## config.mk

```make
export PLATFORM = sky130hd
export DESIGN_NAME = seg_dynamic
export DESIGN_NICKNAME = d
export VERILOG_FILES = /design/src/rtl/seg_dynamic.sv
export SDC_FILE = /design/constraint.sdc
export NUM_CORES = 1
export LEC_CHECK = 0
export CAP_MARGIN = 20
export CORE_MARGIN = 8
export CORE_UTILIZATION = 59
export CTS_CLUSTER_SIZE = 25
export DETAILED_ROUTE_END_ITERATION = 7
export GPL_ROUTABILITY_DRIVEN = 0
export MAX_ROUTING_LAYER = met4
export PLACE_DENSITY = 0.92
export SLEW_MARGIN = 5
export SYNTH_ARGS = -nofsm -noshare
export SYNTH_HDL_FRONTEND = slang
export SYNTH_SLANG_ARGS = --single-unit
export TNS_END_PERCENT = 5
```

## constraint.sdc

```tcl
create_clock -name sys_clk -period 4.7 [get_ports sys_clk]
set_clock_uncertainty 0.15 [all_clocks]
set_input_delay 1.41 -clock sys_clk [delete_from_list [all_inputs] [get_ports sys_clk]]
set_output_delay 1.41 -clock sys_clk [all_outputs]
set_load 0.01 [all_outputs]
```

## src/rtl/seg_dynamic.sv

```systemverilog
`default_nettype none
// ============================================================================
// Module   : seg_dynamic
// Brief    : Six-digit multiplexed 7-segment driver (common anode) with
//            binary-to-BCD conversion, blanking, decimal points and sign.
// Revision : 1.0  initial release
// ============================================================================
module seg_dynamic #(
    parameter int CNT_MAX = 49999
) (
    input  logic        sys_clk,
    input  logic        sys_rst_n,
    input  logic [19:0] data,
    input  logic [5:0]  point,
    input  logic        seg_en,
    input  logic        sign,
    output logic [5:0]  sel,
    output logic [7:0]  seg
);

    localparam logic [19:0] DATA_MAX  = 20'd999999;
    localparam logic [15:0] CNT_LAST  = 16'(CNT_MAX);
    localparam logic [4:0]  SHIFT_END = 5'd19;
    localparam logic [2:0]  IDX_LAST  = 3'd5;
    localparam logic [6:0]  PAT_MINUS = 7'h3F;
    localparam logic [6:0]  PAT_BLANK = 7'h7F;

    typedef enum logic [1:0] {
        ST_LOAD  = 2'd0,
        ST_SHIFT = 2'd1,
        ST_LATCH = 2'd2
    } conv_state_e;

    // ------------------------------------------------------------------
    // Binary to BCD (double dabble)
    // ------------------------------------------------------------------
    conv_state_e state_q;
    logic [19:0] bin_q;
    logic [23:0] work_q;
    logic [4:0]  shcnt_q;
    logic [23:0] bcd_q;

    logic [19:0] data_clamped;
    logic [23:0] work_adj;

    function automatic logic [23:0] add3(input logic [23:0] b);
        logic [23:0] r;
        r = b;
        for (int i = 0; i < 6; i++) begin
            if (b[4*i +: 4] >= 4'd5) begin
                r[4*i +: 4] = b[4*i +: 4] + 4'd3;
            end
        end
        return r;
    endfunction

    assign data_clamped = (data > DATA_MAX) ? DATA_MAX : data;
    assign work_adj     = add3(work_q);

    // One load, twenty shifts and one latch: 22 clocks per conversion.
    always_ff @(posedge sys_clk or negedge sys_rst_n) begin
        if (!sys_rst_n) begin
            state_q <= ST_LOAD;
            bin_q   <= 20'd0;
            work_q  <= 24'd0;
            shcnt_q <= 5'd0;
            bcd_q   <= 24'd0;
        end else begin
            case (state_q)
                ST_LOAD: begin
                    bin_q   <= data_clamped;
                    work_q  <= 24'd0;
                    shcnt_q <= 5'd0;
                    state_q <= ST_SHIFT;
                end
                ST_SHIFT: begin
                    work_q  <= {work_adj[22:0], bin_q[19]};
                    bin_q   <= {bin_q[18:0], 1'b0};
                    shcnt_q <= shcnt_q + 5'd1;
                    if (shcnt_q == SHIFT_END) begin
                        state_q <= ST_LATCH;
                    end
                end
                ST_LATCH: begin
                    bcd_q   <= work_q;
                    state_q <= ST_LOAD;
                end
                default: begin
                    state_q <= ST_LOAD;
                end
            endcase
        end
    end

    // ------------------------------------------------------------------
    // Scan timing
    // ------------------------------------------------------------------
    logic [15:0] cnt_q, cnt_d;
    logic [2:0]  idx_q, idx_d;
    logic        cnt_wrap;

    always_comb begin
        cnt_wrap = (cnt_q == CNT_LAST);
        cnt_d    = cnt_wrap ? 16'd0 : cnt_q + 16'd1;
        idx_d    = idx_q;
        if (cnt_wrap) begin
            idx_d = (idx_q == IDX_LAST) ? 3'd0 : idx_q + 3'd1;
        end
    end

    always_ff @(posedge sys_clk or negedge sys_rst_n) begin
        if (!sys_rst_n) begin
            cnt_q <= 16'd0;
            idx_q <= 3'd0;
        end else begin
            cnt_q <= cnt_d;
            idx_q <= idx_d;
        end
    end

    // ------------------------------------------------------------------
    // Digit content and segment encoding
    // ------------------------------------------------------------------
    function automatic logic [6:0] enc(input logic [3:0] d);
        logic [6:0] p;
        case (d)
            4'd0:    p = 7'h40;
            4'd1:    p = 7'h79;
            4'd2:    p = 7'h24;
            4'd3:    p = 7'h30;
            4'd4:    p = 7'h19;
            4'd5:    p = 7'h12;
            4'd6:    p = 7'h02;
            4'd7:    p = 7'h78;
            4'd8:    p = 7'h00;
            4'd9:    p = 7'h10;
            default: p = PAT_BLANK;
        endcase
        return p;
    endfunction

    logic [2:0] hi_nz;
    logic [2:0] hi_pt;
    logic [2:0] msd;
    logic [3:0] digit;
    logic       shown;
    logic [6:0] pat;
    logic [5:0] sel_d;
    logic [7:0] seg_d;

    // A missing point (P = -1) never exceeds H, so treating it as 0 is exact.
    always_comb begin
        hi_nz = 3'd0;
        hi_pt = 3'd0;
        for (int i = 1; i < 6; i++) begin
            if (bcd_q[4*i +: 4] != 4'd0) begin
                hi_nz = 3'(i);
            end
            if (point[i]) begin
                hi_pt = 3'(i);
            end
        end
        msd   = (hi_pt > hi_nz) ? hi_pt : hi_nz;
        digit = bcd_q[{idx_q, 2'b00} +: 4];
        shown = 1'b0;
        pat   = PAT_BLANK;
        if (idx_q <= msd) begin
            shown = 1'b1;
            pat   = enc(digit);
        end else if (sign && (idx_q == msd + 3'd1)) begin
            pat   = PAT_MINUS;
        end
        if (seg_en) begin
            sel_d = 6'b000001 << idx_q;
            seg_d = {~(shown & point[idx_q]), pat};
        end else begin
            sel_d = 6'b000000;
            seg_d = 8'hFF;
        end
    end

    // sel and seg share one register stage so they always switch together.
    logic [5:0] sel_q;
    logic [7:0] seg_q;

    always_ff @(posedge sys_clk or negedge sys_rst_n) begin
        if (!sys_rst_n) begin
            sel_q <= 6'b000000;
            seg_q <= 8'hFF;
        end else begin
            sel_q <= sel_d;
            seg_q <= seg_d;
        end
    end

    assign sel = sel_q;
    assign seg = seg_q;

endmodule
`default_nettype wire

```

==> qor.yml <==
cp-start-kind: "primary input"
wl_per_cell_um: 15.1
power.leakage_uw: 0.00287
slew_headroom_pct: 44.1
peakVddDrop_mv: 0.216
io_buffers: 43
slew_violations: 0
required_ps: 4860
setup_viol: 0
final_cell_mix: "dfrtp_1 (99), nand2_1 (73), o21ai_0 (58)"
root_buffer: "clkbuf_8"
async_reset_ff_share_pct: 100
finalHoldViolations: 0
postRouteAntennaNets: 0
hpwlAfterDp_um: 8370
critical_path.top_delay_family: "compound AO/OA/AOI/OAI gates"
critPathArrivalTime_ps: 4590
cts_tree: "done"
synth_edf_count: 0
slowest_stage: "clkdlybuf4s50_1"
area_growth_syn_to_layout_pct: 12.7
power_frac_clock_pct: 23.0
run_status: "completed"
viasPerCell: 5.70
synthesis.area_um2: 5740
max_freq_mhz: 226
dieArea_um2: 13100
synthFlopType: "dfrtp_1"
clock_latency_ps: 370
grt-ovfl-total: 0
path_cells: "clkdlybuf4s50_1 -> or2_2 -> o21bai_1 -> inv_1 -> ha_1 -> nor2b_1 -> o21ai_1 -> a32oi_1 -> nor2_1 -> a21oi_1 -> ha_1 -> nor2b_1 -> o21a_1 -> o21ai_1 -> buf_4 -> nand2_1 -> a221o_1"
slowest_delay_ps: 430
vias: 4376
num_io_pins: 44
grt_start_max_net_pins: 82
internal_power_uw: 1610
pre_cts_ws_ps: -247
first_global_vias: 4484
cp_num_buf_inv: 3
fin_ws_ps: 272
max_cap_viol_count: 0
drive_gt1_share_pct: 9.76
netlist-cell-type-count: 56
fin_crit_sh_pct: 94.2
drc: 0
cts-htree-levels: 3
worst-setup-path-type: "primary input to register"
fin_crit_ps: 4430
synth_seq_cells: 108
die_x_um: 115
final_cells: 768
clock_path_buffers: 2
antenna_found_initial: 0
start_util_pct: 59.8
combPwrFrac_pct: 30.0
power_uw: 2380
n_fill_cell: 716
p_switching_uw: 776
synth_nets: 649
hold_path.class: "register to register"
hold_buffers: 0
dp_cells: 751
gr-usage-all-layers_pct: 19.2
p_per_area_nw_per_um2: 368
coreArea_um2: 9590
grt_pass1_wl_um: 20100
final_common_cell: "dfrtp_1"
syn_area_per_cell_um2: 9.69
die_h_um: 115
swShare_pct: 32.6
firstDrtPassIters: 6
worstMarginPinSlew_ps: 838
clkTransAtPathRegs_ps: 110
rows: 36
clock-sinks: 108
rsz0062_at_grt: "no"
fin_nets: 687
end_kind: "register"
setup_tns_ps: 0
cp_max_fo: 5
numCtsBuffers: 9
yosys_warnings: 0
drt-initial-drc-count: 234
diodes: 0
hold_ws_ps: 340
seq_area_frac_synth_pct: 47.3
syn_inst: 592
drt_wl_total_um: 11600
p_seq_share_pct: 47.0
[power groups by stage]
stage | clock network (uW) | registers [uW] | logic [uW]
finish | 547 | 1120 | 715
floorplan | 0 | 1130 | 463
global route | 592 | 1130 | 793
CTS | 557 | 1120 | 707
detailed placement | 0 | 1140 | 702
global placement | 0 | 1130 | 654
[cell type report]
cell class | instances | area (um^2) | share of cell area, %
multi-input cells | 435 | 2800 | 43.2
flip-flops and latches | 108 | 2710 | 42.0
repair buffers | 55 | 522 | 8.07
well taps | 133 | 166 | 2.57
clock buffers | 9 | 124 | 1.91
inverters | 21 | 78.8 | 1.22
clock inverters | 7 | 66.3 | 1.03
[cell usage after synthesis (all sizes together) (5+ instances only)]
| master | count | area [um^2] |
|---|---|---|
| a21oi | 39 | 199 |
| a22o | 11 | 96.3 |
| and2 | 6 | 37.5 |
| and3 | 5 | 31.3 |
| buf | 11 | 86.3 |
| clkbuf | 17 | 63.8 |
| dfrtp | 100 | 2500 |
| dfstp | 8 | 210 |
| ha | 27 | 338 |
| inv | 21 | 78.8 |
| mux2 | 15 | 169 |
| mux2i | 13 | 130 |
| nand2 | 74 | 280 |
| nand2b | 20 | 125 |
| nand3 | 11 | 55.1 |
| nand3b | 7 | 52.6 |
| nor2 | 37 | 139 |
| nor2b | 11 | 68.8 |
| nor3 | 13 | 65.1 |
| o21ai | 62 | 310 |
| o31ai | 14 | 105 |
| xnor2 | 12 | 105 |
| xor2 | 15 | 131 |
[worst register-to-register path, stage by stage, from the launching register on]
cell and delay, ps:
dfrtp_1 420, nor4_1 440, and2_1 250, o21ai_1 120, ha_1 310, nor2b_1 130, o21ai_1 80, a32oi_1 330
nor2_1 120, a21oi_1 140, ha_1 250, nor2b_1 140, o21a_1 170, o21ai_1 200, buf_4 160, nand2_1 50
a221o_1 260
[registers in the layout, summed over array words and instances (netlist names)]
register	flops
work_q	24
cnt_q	16
idx_q	3
bin_q	20
bcd_q	24
shcnt_q	5
state_q	2
sel	6
seg	8
[routing by layer]
| metal | wire, um | global-route usage, % | vias to the layer above | share of wire [%] |
|---|---|---|---|---|
| met5 | 0 | - | - | 0 |
| met4 | 193 | 7.72 | 0 | 1.7 |
| met3 | 499 | 3.74 | 18 | 4.3 |
| met2 | 5780 | 32.0 | 124 | 50 |
| met1 | 5100 | 22.4 | 2101 | 44 |
| li1 | - | - | 2133 | - |
[path summary, 6_finish.rpt]
| path | start | slack [ps] | to | cells past startpoint |
|---|---|---|---|---|
| max | point[5] | 270 | seg[4]$_DFF_PN1_ | 17 |
| min | bin_q[0]$_DFFE_PN0P_ | 340 | bin_q[0]$_DFFE_PN0P_ | 2 |
| max reg2reg | bcd_q[21]$_DFFE_PN0N_ | 940 | seg[4]$_DFF_PN1_ | 16 |
| min reg2reg | bin_q[0]$_DFFE_PN0P_ | 340 | bin_q[0]$_DFFE_PN0P_ | 2 |
| max in group asynchronous | sys_rst_n | 2550 | seg[1]$_DFF_PN1_ | 2 |
| min in group asynchronous | sys_rst_n | 960 | cnt_q[14]$_DFF_PN0_ | 1 |
[stage by stage]
stage          utilization [%]  cell area [um^2]
2_1_floorplan                -              5740
3_3_place_gp              65.3              6270
3_5_place_dp              65.3              6270
4_1_cts                   67.3              6460
5_1_grt                   67.4              6470
6_report                  67.4              6470
[timing repair]
item	CTS	global route
setup buffers	0	0
gates resized for setup	0	4
setup endpoints to repair	0	8
[logic make-up (layout without fill, tap and decap cells)]
kind of cell               Yosys count  after routing  share of synthesized area (%)
and+or+nand+nor                    202            202                           17.1
AOI/OAI and AO/OA                  149            149                           15.7
DFF                                108            108                           47.3
buffers and inverters               49             92                           3.99
muxes                               30             30                           6.00
adders and majority gates           27             27                           5.89
xor gates and xnor gates            27             27                           4.12
(Power assumes the default switching activity.)
